File: config.mk
export PLATFORM = sky130hd
export DESIGN_NAME = adder_cu_flat
export DESIGN_NICKNAME = d
export VERILOG_FILES = /design/src/rtl/adder_cu_pkg.sv /design/src/rtl/adder_cu_if.sv /design/src/rtl/adder_cu_twos_comp_cond.sv /design/src/rtl/adder_cu.sv /design/src/flat_wrapper.sv
export SDC_FILE = /design/constraint.sdc
export NUM_CORES = 1
export LEC_CHECK = 0
export ABC_AREA = 1
export CAP_MARGIN = 10
export CORE_MARGIN = 4
export CORE_UTILIZATION = 44
export DETAILED_ROUTE_END_ITERATION = 7
export HOLD_SLACK_MARGIN = 0.06
export PLACE_DENSITY_LB_ADDON = 0.3
export SLEW_MARGIN = 20
export SYNTH_ARGS = -nofsm -noshare
export SYNTH_HDL_FRONTEND = slang
export SYNTH_HIERARCHICAL = 1
export SYNTH_SLANG_ARGS = --single-unit
File: constraint.sdc
create_clock -name clk -period 1.2 [get_ports clk]
set_input_delay 0.12 -clock clk [delete_from_list [all_inputs] [get_ports clk]]
set_output_delay 0.12 -clock clk [all_outputs]
set_load 0.05 [all_outputs]
File: src/rtl/adder_cu_pkg.sv
// Shared constants for the sign-magnitude operand conditioning unit in front of the VPU adder.
package adder_cu_pkg;

    localparam int DEFAULT_WIDTH = 32;

    localparam logic OP_ADD = 1'b0;
    localparam logic OP_SUB = 1'b1;

    // Bit positions of the per-operand complement flags in the c vector
    localparam int CF_A = 1;
    localparam int CF_B = 0;

endpackage

File: src/rtl/adder_cu_if.sv
// Operand/result bundle between the issue logic (master) and the conditioning unit (slave).
interface adder_cu_if import adder_cu_pkg::*; #(
    parameter int WIDTH = DEFAULT_WIDTH
);

    logic             in_valid;
    logic [WIDTH:0]   A;
    logic [WIDTH:0]   B;
    logic             a;
    logic             out_valid;
    logic [WIDTH-1:0] A_out;
    logic [WIDTH-1:0] B_out;
    logic [1:0]       c;

    modport master (
        output in_valid, A, B, a,
        input  out_valid, A_out, B_out, c
    );

    modport slave (
        input  in_valid, A, B, a,
        output out_valid, A_out, B_out, c
    );

endinterface

File: src/rtl/adder_cu_twos_comp_cond.sv
// Conditional two's-complement negation of an unsigned magnitude; the increment carry is dropped.
module twos_comp_cond import adder_cu_pkg::*; #(
    parameter int WIDTH = DEFAULT_WIDTH
) (
    input  logic [WIDTH-1:0] mag,
    input  logic             en,
    output logic [WIDTH-1:0] result
);

    assign result = en ? (~mag + WIDTH'(1)) : mag;

endmodule

File: src/rtl/adder_cu.sv
// Turns sign-magnitude A and B plus add/sub opcode into two's-complement operands and complement flags, registered.
module adder_cu import adder_cu_pkg::*; #(
    parameter int WIDTH = DEFAULT_WIDTH
) (
    input  logic         clk,
    input  logic         rst,
    adder_cu_if.slave    bus
);

    logic [1:0]       c_next;
    logic [WIDTH-1:0] a_out_next;
    logic [WIDTH-1:0] b_out_next;

    // Subtraction is folded into B's effective sign, so the adder only ever adds
    assign c_next[CF_A] = bus.A[WIDTH];
    assign c_next[CF_B] = bus.B[WIDTH] ^ (bus.a == OP_SUB);

    twos_comp_cond #(.WIDTH(WIDTH)) u_cond_a (
        .mag    (bus.A[WIDTH-1:0]),
        .en     (c_next[CF_A]),
        .result (a_out_next)
    );

    twos_comp_cond #(.WIDTH(WIDTH)) u_cond_b (
        .mag    (bus.B[WIDTH-1:0]),
        .en     (c_next[CF_B]),
        .result (b_out_next)
    );

    always_ff @(posedge clk) begin
        if (rst) begin
            bus.out_valid <= 1'b0;
            bus.A_out     <= '0;
            bus.B_out     <= '0;
            bus.c         <= 2'b00;
        end else begin
            bus.out_valid <= bus.in_valid;
            if (bus.in_valid) begin
                bus.A_out <= a_out_next;
                bus.B_out <= b_out_next;
                bus.c     <= c_next;
            end
        end
    end

endmodule

File: src/flat_wrapper.sv
// flat-port wrapper written by rule: the top's interface ports become plain ports
module adder_cu_flat import adder_cu_pkg::*;
#(
    parameter int WIDTH = DEFAULT_WIDTH
)
  (clk, rst, bus_in_valid, bus_A, bus_B, bus_a, bus_out_valid, bus_A_out, bus_B_out, bus_c);
  adder_cu_if #(.WIDTH(WIDTH)) bus_i ();
  input  logic clk;
  input  logic rst;
  input wire logic [$bits(bus_i.in_valid)-1:0] bus_in_valid;
  input wire logic [$bits(bus_i.A)-1:0] bus_A;
  input wire logic [$bits(bus_i.B)-1:0] bus_B;
  input wire logic [$bits(bus_i.a)-1:0] bus_a;
  output wire logic [$bits(bus_i.out_valid)-1:0] bus_out_valid;
  output wire logic [$bits(bus_i.A_out)-1:0] bus_A_out;
  output wire logic [$bits(bus_i.B_out)-1:0] bus_B_out;
  output wire logic [$bits(bus_i.c)-1:0] bus_c;
  assign bus_i.in_valid = bus_in_valid;
  assign bus_i.A = bus_A;
  assign bus_i.B = bus_B;
  assign bus_i.a = bus_a;
  assign bus_out_valid = bus_i.out_valid;
  assign bus_A_out = bus_i.A_out;
  assign bus_B_out = bus_i.B_out;
  assign bus_c = bus_i.c;
  adder_cu #(.WIDTH(WIDTH)) u_core (.clk(clk), .rst(rst), .bus(bus_i));
endmodule
# After elaboration in Yosys (flattened, before gate mapping)
# Index checks and enable logic that the tools add are counted.
word_totals:
  regBits: 67
  latchBits: 0
  mem_bits_rw: 0
  rom_bits: 0
  in_bits: 70
  memories: 0
classes:
  addsub: 2
  multipliers: 0
  div: 0
  magnitude_cmp: 0
  n_eq_ne: 0
  shifts: 0
  muxes: 2
  bitwise_logic: 3
  reduce_logical: 0
op_table:
  columns: ["op", "count"]
  rows:
  - ["adder 32 x 1 -> 32 bit (second input constant)", 2]
  - ["2-to-1 mux 32 bit", 2]
  - ["inverter 32 bit", 2]
  - ["bitwise XOR 1 bit", 1]

# Longest topological paths before layout
# Gate-level depths: netlist (run 1).
logic_depth:
  depth_word: 3
  depth_mapped: 12

# Hierarchy
# The synthesis (run 1) kept the hierarchy.
modules_own_cells:
  columns: ["module", "n_inst", "cells_per_inst", "area_per_inst_um2", "seq_area_each_um2"]
  rows:
  - ["adder_cu", 1, 296, 2449.8, 1341.3]
  - ["twos_comp_cond", 2, 227, 1108.6, 0.0]

# Least setup slack after synthesis (run 1)
# No wires, ideal clock.
synth_timing:
  kind: "input port to flip-flop"
  from: "input port bus_B[0]"
  to: "register u_core.bus.B_out[12]"
  setup_ps: 71
  arrival_ps: 1098
  t_required_ps: 1129
  setup_slack_ps: 30
  path_stages: 9
  n_path_buf: 0
  path_cell_list: "inv_1 > ha_1 > nand2_2 > nor2_4 > nor2_4 > nor2_4 > xnor2_1 > nand2_1 > a21oi_2"
synth_between:
  elab_chain_cells: 3
synth_rtl:
  columns: ["item", "line_no", "text"]
  rows:
  - ["from (decl)", "flat_wrapper.sv:12", "input wire logic [$bits(bus_i.B)-1:0] bus_B;"]
  - ["inverter 32 bit", "adder_cu_twos_comp_cond.sv:10", "assign result = en ? (~mag + WIDTH'(1)) : mag;"]
  - ["adder 32 x 1 -> 32 bit", "adder_cu_twos_comp_cond.sv:10", null]
  - ["2-to-1 mux 32 bit", "adder_cu_twos_comp_cond.sv:10", null]
  - ["named net u_core.b_out_next[12]", "adder_cu.sv:12", "logic [WIDTH-1:0] b_out_next;"]
  - ["to (signal assigned)", "adder_cu.sv:40", "bus.B_out <= b_out_next;"]
  - ["to (decl)", "adder_cu_if.sv:22", "output out_valid, A_out, B_out, c"]
# The timed path passes the listed nets, and every way through them passes these cells.
# A chain may end at the register's enable or synchronous reset.

# Worst setup path after layout (run 1)
layout_timing:
  from: "input port bus_A[13]"
  to: "register u_core.bus.A_out[16]"
layout_between:
  elab_chain_cells: 3
layout_rtl:
  columns: ["item", "line_no", "text"]
  rows:
  - ["from (decl)", "flat_wrapper.sv:11", "input wire logic [$bits(bus_i.A)-1:0] bus_A;"]
  - ["inverter 32 bit", "adder_cu_twos_comp_cond.sv:10", null]
  - ["adder 32 x 1 -> 32 bit", "adder_cu_twos_comp_cond.sv:10", null]
  - ["2-to-1 mux 32 bit", "adder_cu_twos_comp_cond.sv:10", null]
  - ["named net u_core.a_out_next[16]", "adder_cu.sv:11", "logic [WIDTH-1:0] a_out_next;"]
  - ["to (signal assigned)", "adder_cu.sv:39", "bus.A_out <= a_out_next;"]
  - ["to (decl)", "adder_cu_if.sv:22", null]
# The timed path passes the listed nets, and every way through them passes these cells.

==> results of run 1 <==
sequential cells by signal (all words and copies together), names as in the netlist:
signal,cells
u_core/bus.c,2
u_core/bus.B_out,32
u_core/bus.out_valid,1
u_core/bus.A_out,32
metal layers:
layer / track usage / routed length, um / vias up
li1: - / - / 2768
met1: 0.282 / 6370 / 2619
met2: 0.468 / 8750 / 317
met3: 0.0491 / 1200 / 61
met4: 0.101 / 565 / 0
met5: 0 / 0 / -
Yosys cell counts (all sizes together):
library cell  number
clkinv             1
nand3             33
ha                 2
buf               28
nor2             119
xor2              10
a21oi             69
nand2            324
dfxtp             67
inv               47
xnor2             18
clkbuf             2
nand3b             4
nand4              4
o21ai             22
worst max-delay path, cell delays in order:
cell,delay (ns)
dlygate4sd2_1,0.29
nor2_1,0.23
nand2_1,0.16
o21ai_4,0.24
nand2_1,0.09
xor2_1,0.17
nand2_1,0.09
a21oi_2,0.13
through the flow:
stage                     setup WS (ns)  total power, mW
after floorplan                  0.0305             3.96
after global placement           -0.623             5.28
after detailed placement         -0.681             5.32
after CTS                       -0.0249             7.42
after global routing             -0.117             7.84
final                           -0.0431             7.53
layout make-up:
cell class | instances | area, sq um | area share
clock inverter | 5 | 60.1 | 0.00747
inverter | 48 | 196 | 0.0244
timing repair inverter | 1 | 8.76 | 0.00109
multi-input combinational | 605 | 3270 | 0.406
sequential | 67 | 1340 | 0.167
tap | 136 | 170 | 0.0212
timing repair buffer | 231 | 2860 | 0.355
clock buffer | 11 | 141 | 0.0176
power breakdown:
| group | switching, mW | total [mW] | internal [mW] |
|---|---|---|---|
| Combinational | 1.61 | 2.98 | 1.36 |
| Clock | 0.965 | 2.00 | 1.03 |
| Sequential | 0.176 | 2.55 | 2.38 |
| Total | 2.76 | 7.53 | 4.77 |
worst paths after layout:
check             cells past startpoint                  from  slack [ns]                    to
setup reg to reg                      2  u_core/bus.B_out[18]        0.47  u_core/bus.B_out[18]
setup / recovery                      8             bus_A[13]       -0.04  u_core/bus.A_out[16]
hold / removal                        3              bus_B[0]        0.15   u_core/bus.B_out[0]
hold reg to reg                       2   u_core/bus.B_out[5]        0.50   u_core/bus.B_out[5]
what timing repair did:
| item | CTS | global route |
|---|---|---|
| pin swaps | 43 | 59 |
| gates cloned | 3 | 0 |
| gates resized for setup | 102 | 114 |
| setup endpoints to repair | 56 | 49 |
| setup buffers | 9 | 7 |
cell usage in the layout, fill, tap and decap left out, drive strengths merged, types with 20 or more instances in the layout:
| cell | count |
|---|---|
| a21oi | 69 |
| dlymetal6s2s | 26 |
| dfxtp | 67 |
| dlygate4sd2 | 20 |
| nor2 | 119 |
| buf | 164 |
| o21ai | 22 |
| inv | 50 |
| nand3 | 33 |
| nand2 | 324 |
logic make-up (layout without fill, tap and decap cells):
family	count (synthesis)	after routing	share of synthesized area
AND/OR/NAND/NOR	484	484	0.454
flip-flops	67	67	0.287
AO/OA/AOI/OAI	91	91	0.109
adder cells (fa/ha/maj)	2	2	0.00536
buffers and inverters	78	296	0.0914
XOR/XNOR	28	28	0.0525
==> run metrics, run 1 <==
Clock Skews 0 ns; cell taking the most area after synthesis dfxtp_1; Max Freq around 800 MHz; Clk pin slew, worst setup/hold paths approximately 0.08 ns; # diodes 0; Synth cell types 30; clock tree buffer depth 2; final net count about 1.0k; top post-synthesis cells by area dfxtp_1 (29%), nand2_1 (24%), nor2_1 (7.0%); slew of the pin with the lowest slew margin 0.351 ns; Ys Warns 6; Initial DRT Pass Iterations 7; critical path type in -> reg; Total Routing Usage GR 0.253; clock latency at the later pin of the worst-skew pair between 0.3 and 0.4 ns; power density over cell area between 900 and 1000 nW/um^2; syn_nets ~800; TNS Setup -0.122 ns; IO Pins roughly 140; Final Cycle Share 1.04; Initial Util 0.452; routed vias around 5.8k; final core utilization 0.779; fin crit period about 1.2 ns; # port buffers roughly 140; Vias/cell between 5 and 6; clk sinks 67; Post-DRT Antenna Nets 0; Area after DPL 7250 sq um; global-route wire length before repair between 20,000 and 30,000 um; cell area after synthesis between 4000 and 5000 sq um; Post-Place Cells around 1.1k; final number of setup-violating endpoints 5; Iter 0 DRT Violations roughly 420; flops & latches, synth 67; Num CTS Buffers 9; Final WS setup -0.0431 ns; critical path launch point type input pin; vias in the first global route between 5k and 6k; std cell rows 37; Rel. slew slack 0.764; Layout area overhead 72.3%; Mapped Cells between 700 and 800; CP arrival roughly 1.5 ns; CTS tree done; final std cells w/o fill between 1k and 1.5k; Critical Path RT 1.48 ns; share of the synthesized area in the top cell type 0.287; sequential area share after synthesis 0.287; Routed WL per cell ~15 um; die width 111 um; post-route cell area 8040 sq um; HPWL Detailed ~11,000 um; worst vdd ir between 0.4 and 0.5 mV; CTS H-Tree Depth 3; Root Buffer Master clkbuf_8; GRT Residual Overflow 0; Leakage roughly 3.7 nW; mean post-synth cell area approximately 6.2 sq um; antenna violations before repair 0; largest net degree at the start of global routing 58; RSZ-0062 raised after global routing true; # fillers roughly 690; Max Cap Viol 0; hold crit path type in -> reg; WL final about 17,000 um; minimum hold slack 0.150 ns; GPL Wtd Cong approximately 0.91; failing checks setup timing; hold_buf cts 0; count of final max-slew check failures 0; Final Hold Fails 0; Die Ht roughly 110 um; core footprint roughly 10,000 sq um; DRC violations left 0; run status complete, but fails checks; die area 12,300 sq um; Crit. End Element register; share of layout cells above drive strength 1 0.355; critical path fanouts, max 5
(Power assumes the default switching activity.)
==> run 2, diff against run 1 <==
--- a/config.mk
+++ b/config.mk
@@ -11,7 +11,7 @@
 export CORE_UTILIZATION = 44
 export DETAILED_ROUTE_END_ITERATION = 7
 export HOLD_SLACK_MARGIN = 0.06
-export PLACE_DENSITY_LB_ADDON = 0.3
+export PLACE_DENSITY = 0.74
 export SLEW_MARGIN = 20
 export SYNTH_ARGS = -nofsm -noshare
 export SYNTH_HDL_FRONTEND = slang
==> run metrics, run 2 (synthesized netlist as in run 1, its figures left out) <==
final std cells w/o fill 1,094 (-0.91%); Clock Skews 0 ns (unchanged); switching share of power 0.368 (+0.00146); Routed WL per cell 15.0 um (-1.7%); Root Buffer Master clkbuf_8; FF-to-FF path depth 2 (unchanged); Vias/cell 5.05 (-3.2%); Hold Crit Endpoint u_core/bus.B_out[0]; std cell rows 37 (unchanged); count of final max-slew check failures 0 (unchanged); clock latency at the later pin of the worst-skew pair 0.36 ns (+0.02 ns); Num CTS Buffers 9 (unchanged); reg-to-reg slack, setup 0.49 ns (+0.02 ns); antenna violations before repair 0 (unchanged); Die Ht 111 um (unchanged); vias in the first global route 5,489 (-0.22%); GRT Residual Overflow 0 (unchanged); CTS H-Tree Depth 3 (unchanged); # fillers 747 (+7.8%); Post-Place Cells 1,072 (+0.28%); # port buffers 136 (unchanged); Total Routing Usage GR 0.264 (+0.0112); final net count 1,025 (-0.97%); RR Startpoint u_core/bus.B_out[28]; DRC violations left 0 (unchanged); Post-DRT Antenna Nets 0 (unchanged); Clock power frac 0.270 (+0.005); CP arrival 1.48 ns (-0.05 ns); final number of setup-violating endpoints 0 (-5); WL final 16,400 um (-2.6%); GPL Wtd Cong 0.896 (-1.1%); Clk pin slew, worst setup/hold paths 0.08 ns (about the same); run status complete, no violations; Reg-to-Reg End u_core/bus.B_out[28]; Final Hold Fails 0 (unchanged); HPWL Detailed 12,200 um (+12%); RSZ-0062 raised after global routing true; global-route wire length before repair 26,600 um (+2.8%); Post-Place Setup Slack -0.665 ns (+0.0156 ns); routed vias 5,528 (-4.1%); IO Pins 137 (unchanged); # diodes 0 (unchanged); HP Start bus_B[0]; Iter 0 DRT Violations 319 (-24%); crit-path cells dlygate4sd2_1 > inv_1 > nand2_2 > nand2_8 > inv_8 > nor2_4 > buf_6 > xor2_1 > nand2_1 > a21oi_2; critical path launch point type input pin; clock tree buffer depth 2 (unchanged); cell depth of the worst hold path 3 (unchanged); worst vdd ir 0.833 mV (+74%); Crit-path slowest cell dlygate4sd2_1; critical path type in -> reg; core footprint 10,300 sq um (unchanged); most frequent cells in the layout nand2_1 (287), buf_4 (76), buf_12 (72), dfxtp_1 (67), a21oi_1 (50); Max Cap Viol 0 (unchanged); Crit. End Element register; hold crit path type in -> reg; Initial DRT Pass Iterations 5 (-2); Psw 2.74 mW (-0.71%); Final WS setup 0.0110 ns (+0.0541 ns); Leakage 3.66 nW (-1.3%); Largest regs u_core/bus.A_out x32, u_core/bus.B_out x32, u_core/bus.c x2; Internal 4.71 mW (-1.3%); combinational share of power 0.388 (-0.008); die width 111 um (unchanged); power density over cell area 939 nW/um^2 (+0.38%); Sequential Power Share 0.342 (+0.003); largest net degree at the start of global routing 68 (+17%); Layout area overhead 69.8%; Final Cycle Share 0.991 (-0.0451); total power 7.44 mW (-1.1%); clk sinks 67 (unchanged); Initial Util 0.452 (unchanged); Rel. slew slack 0.759 (-0.00486); die area 12,300 sq um (unchanged); share of layout cells above drive strength 1 0.337 (-0.0182); Critical Path RT 1.49 ns (about the same); Max Freq 841 MHz (+4.5%); slew of the pin with the lowest slew margin 0.362 ns (+0.0110 ns); critical path fanouts, max 6 (+1); max incr delay on CP 0.26 ns (-0.03 ns); fin crit period 1.19 ns (-0.0541 ns); most common cell after layout, fill and taps aside nand2_1; CTS tree done
-- run 2: how the worst max path moves through the flow --
stage / slack, ns / end / depth (start not counted) / startpoint
after floorplan: 0.03 / u_core/bus.B_out[12] / 9 / bus_B[0]
after global placement: -0.61 / u_core/bus.B_out[16] / 9 / bus_a
after CTS: -0.02 / u_core/bus.B_out[13] / 9 / bus_B[11]
after detailed placement: -0.67 / u_core/bus.B_out[16] / 9 / bus_a
after global routing: -0.04 / u_core/bus.A_out[17] / 12 / bus_A[0]
final: 0.01 / u_core/bus.B_out[7] / 10 / bus_a
-- run 2: per-stage QoR --
stage	utilization	hold WS, ns	area, sq um	TNS [ns]
after floorplan	-	0.267	4670	0
after global placement	0.705	0.485	7270	-30.35
after detailed placement	0.705	0.488	7270	-32.88
after CTS	0.745	0.169	7690	-0.0300
after global routing	0.768	0.177	7920	-0.122
final	0.768	0.159	7920	0
-- run 2: layout make-up --
type / count / area, sq um / share of cell area
clock buffer: 10 / 138 / 0.0174
clock inverter: 6 / 63.8 / 0.00805
inverter: 48 / 194 / 0.0245
multi-input combinational: 605 / 3240 / 0.409
sequential: 67 / 1340 / 0.169
tap: 136 / 170 / 0.0215
timing repair buffer: 221 / 2770 / 0.349
timing repair inverter: 1 / 6.26 / 0.000790
-- run 2: power by group through the flow --
stage	logic (mW)	registers [mW]	clock network (mW)
2_1_floorplan	0.925	3.04	0
3_3_place_gp	2.72	2.60	0
3_5_place_dp	2.75	2.60	0
4_1_cts	2.82	2.55	2.07
5_1_grt	3.07	2.57	2.16
6_report	2.89	2.55	2.01
-- run 2: worst max-delay path: cells and delay by family --
kind                      cells  cell delay, ns
and+or+nand+nor               4            0.52
buffers and inverters         4            0.51
xor gates and xnor gates      1            0.16
AOI/OAI and AO/OA             1            0.15
-- run 2: repair_timing --
action,4_1_cts,5_1_grt
hold buffers,0,0
setup endpoints to repair,57,47
pin swaps,34,35
gates resized for setup,96,88
gates cloned,1,0
setup buffers,4,1
-- run 2: layer usage --
layer,vias up,GRT usage,routed length (um)
met1,2548,0.286,6430
met2,197,0.481,8490
met4,0,0.138,607
met3,42,0.0557,923
li1,2741,-,-
met5,-,0,0
==> run 3, diff against run 2 <==
--- a/config.mk
+++ b/config.mk
@@ -10,6 +10,7 @@
 export CORE_MARGIN = 4
 export CORE_UTILIZATION = 44
 export DETAILED_ROUTE_END_ITERATION = 7
+export GPL_ROUTABILITY_DRIVEN = 0
 export HOLD_SLACK_MARGIN = 0.06
 export PLACE_DENSITY = 0.74
 export SLEW_MARGIN = 20
==> run metrics, run 3 (synthesized netlist as in run 1, its figures left out) <==
critical path type in -> reg; power density over cell area 913 nW/um^2 (-2.8%); Post-Place Cells 1,065 (-0.65%); CP arrival 1.52 ns (+0.04 ns); std cell rows 37 (unchanged); Root Buffer Master clkbuf_8; Total Routing Usage GR 0.266 (+0.00200); final net count 1,027 (+0.20%); minimum hold slack 0.159 ns (+0.000390 ns); Clk pin slew, worst setup/hold paths 0.08 ns (about the same); Rel. slew slack 0.794 (+0.0354); global-route wire length before repair 27,400 um (+3.2%); RR Startpoint u_core/bus.B_out[17]; final number of setup-violating endpoints 6 (+6); Hold Crit Endpoint u_core/bus.B_out[0]; most common cell after layout, fill and taps aside nand2_1; # port buffers 136 (unchanged); Final Hold Fails 0 (unchanged); core footprint 10,300 sq um (unchanged); fin crit period 1.29 ns (+0.0986 ns); critical path launch point type input pin; Num CTS Buffers 9 (unchanged); share of layout cells above drive strength 1 0.356 (+0.0191); failing checks setup timing; antenna violations before repair 1 (+1); # diodes 0 (unchanged); WL final 18,100 um (+10%); Largest regs u_core/bus.A_out x32, u_core/bus.B_out x32, u_core/bus.c x2; vias in the first global route 6,134 (+12%); clock tree buffer depth 2 (unchanged); count of final max-slew check failures 0 (unchanged); Reg-to-Reg End u_core/bus.B_out[17]; Critical Path RT 1.44 ns (-0.05 ns); largest net degree at the start of global routing 46 (-32%); Initial Util 0.452 (unchanged); slew of the pin with the lowest slew margin 0.309 ns (-0.0531 ns); CTS tree done; clk sinks 67 (unchanged); IO Pins 137 (unchanged); RSZ-0062 raised after global routing true; DRC violations left 0 (unchanged); Final WS setup -0.0876 ns (-0.0986 ns); GRT Residual Overflow 0 (unchanged); die width 111 um (unchanged); final std cells w/o fill 1,096 (+0.18%); cell depth of the worst hold path 3 (unchanged); critical path fanouts, max 4 (-2); Iter 0 DRT Violations 582 (+82%); hold crit path type in -> reg; final core utilization 0.771 (+0.00327); HPWL Detailed 11,900 um (-2.6%); Die Ht 111 um (unchanged); Max Cap Viol 0 (unchanged); Crit. End Element register; run status complete, but fails checks; worst vdd ir 0.595 mV (-29%); # fillers 687 (-8.0%); HP Start bus_B[0]; reg-to-reg slack, setup 0.46 ns (-0.03 ns); Final Cycle Share 1.07 (+0.0822); CTS H-Tree Depth 3 (unchanged); Clock Skews 0 ns (unchanged); most frequent cells in the layout nand2_1 (287), buf_12 (75), buf_4 (74), dfxtp_1 (67), nor2_2 (49); Initial DRT Pass Iterations 5 (unchanged); die area 12,300 sq um (unchanged); clock latency at the later pin of the worst-skew pair 0.34 ns (-0.02 ns); Post-DRT Antenna Nets 0 (unchanged); TNS Setup -0.185 ns (-0.185 ns); Post-Place Setup Slack -0.731 ns (-0.0662 ns); FF-to-FF path depth 2 (unchanged); Max Freq 777 MHz (-7.7%); Vias/cell 5.45 (+7.9%); Leakage 3.57 nW (-2.2%); Layout area overhead 70.5%; Routed WL per cell 16.5 um (+10%); routed vias 5,976 (+8.1%)
-- run 3: how the worst max path moves through the flow --
stage,from,end,slack (ns),cells after the start
after floorplan,bus_B[0],u_core/bus.B_out[12],0.03,9
after global placement,bus_a,u_core/bus.B_out[16],-0.62,9
after detailed placement,bus_a,u_core/bus.B_out[16],-0.73,9
after CTS,bus_B[21],u_core/bus.B_out[30],0.002,10
after global routing,bus_B[9],u_core/bus.B_out[22],-0.15,10
final,bus_B[11],u_core/bus.B_out[22],-0.09,11
-- run 3: metrics by stage --
| step | area (sq um) | power (mW) |
|---|---|---|
| after floorplan | 4670 | 3.96 |
| after global placement | 7230 | 5.28 |
| after detailed placement | 7230 | 5.33 |
| after CTS | 7630 | 7.11 |
| after global routing | 7960 | 7.57 |
| final | 7960 | 7.26 |
-- run 3: cell type report --
type	instances	area (sq um)	area share
multi-input combinational	605	3290	0.414
timing repair buffer	224	2790	0.351
sequential	67	1340	0.169
inverter	48	194	0.0244
tap	136	170	0.0214
clock buffer	10	128	0.0160
clock inverter	6	42.5	0.00535
-- run 3: power breakdown --
group / internal, mW / switching (mW) / leakage (nW)
registers: 2.38 / 0.172 / 0.552
logic: 1.35 / 1.65 / 2.94
clock network: 0.750 / 0.965 / 0.0822
total: 4.48 / 2.79 / 3.57
-- run 3: worst max-delay path, stage by stage --
cell           delay, ns
dlygate4sd2_1       0.29
nor2_2              0.21
nand2_2             0.09
nor2_2              0.17
nor2_2              0.07
nor2_4              0.16
nand2_1             0.09
nand2_1             0.10
nand2_1             0.07
nand2_1             0.08
a21oi_1             0.07
-- run 3: timing repair --
| item | CTS | global route |
|---|---|---|
| gates resized for setup | 111 | 108 |
| pin swaps | 46 | 61 |
| buffers inserted | 5 | 8 |
| endpoints found under the setup margin | 57 | 52 |
| endpoints found under the hold margin | 0 | 0 |
| cloned | 2 | 0 |
| hold buffers | 0 | 0 |
-- run 3: routing by layer --
| layer | GRT usage | wire (um) |
|---|---|---|
| met1 | 0.288 | 6780 |
| met2 | 0.488 | 9010 |
| met3 | 0.0453 | 1330 |
| met4 | 0.149 | 992 |
| met5 | 0 | 12 |
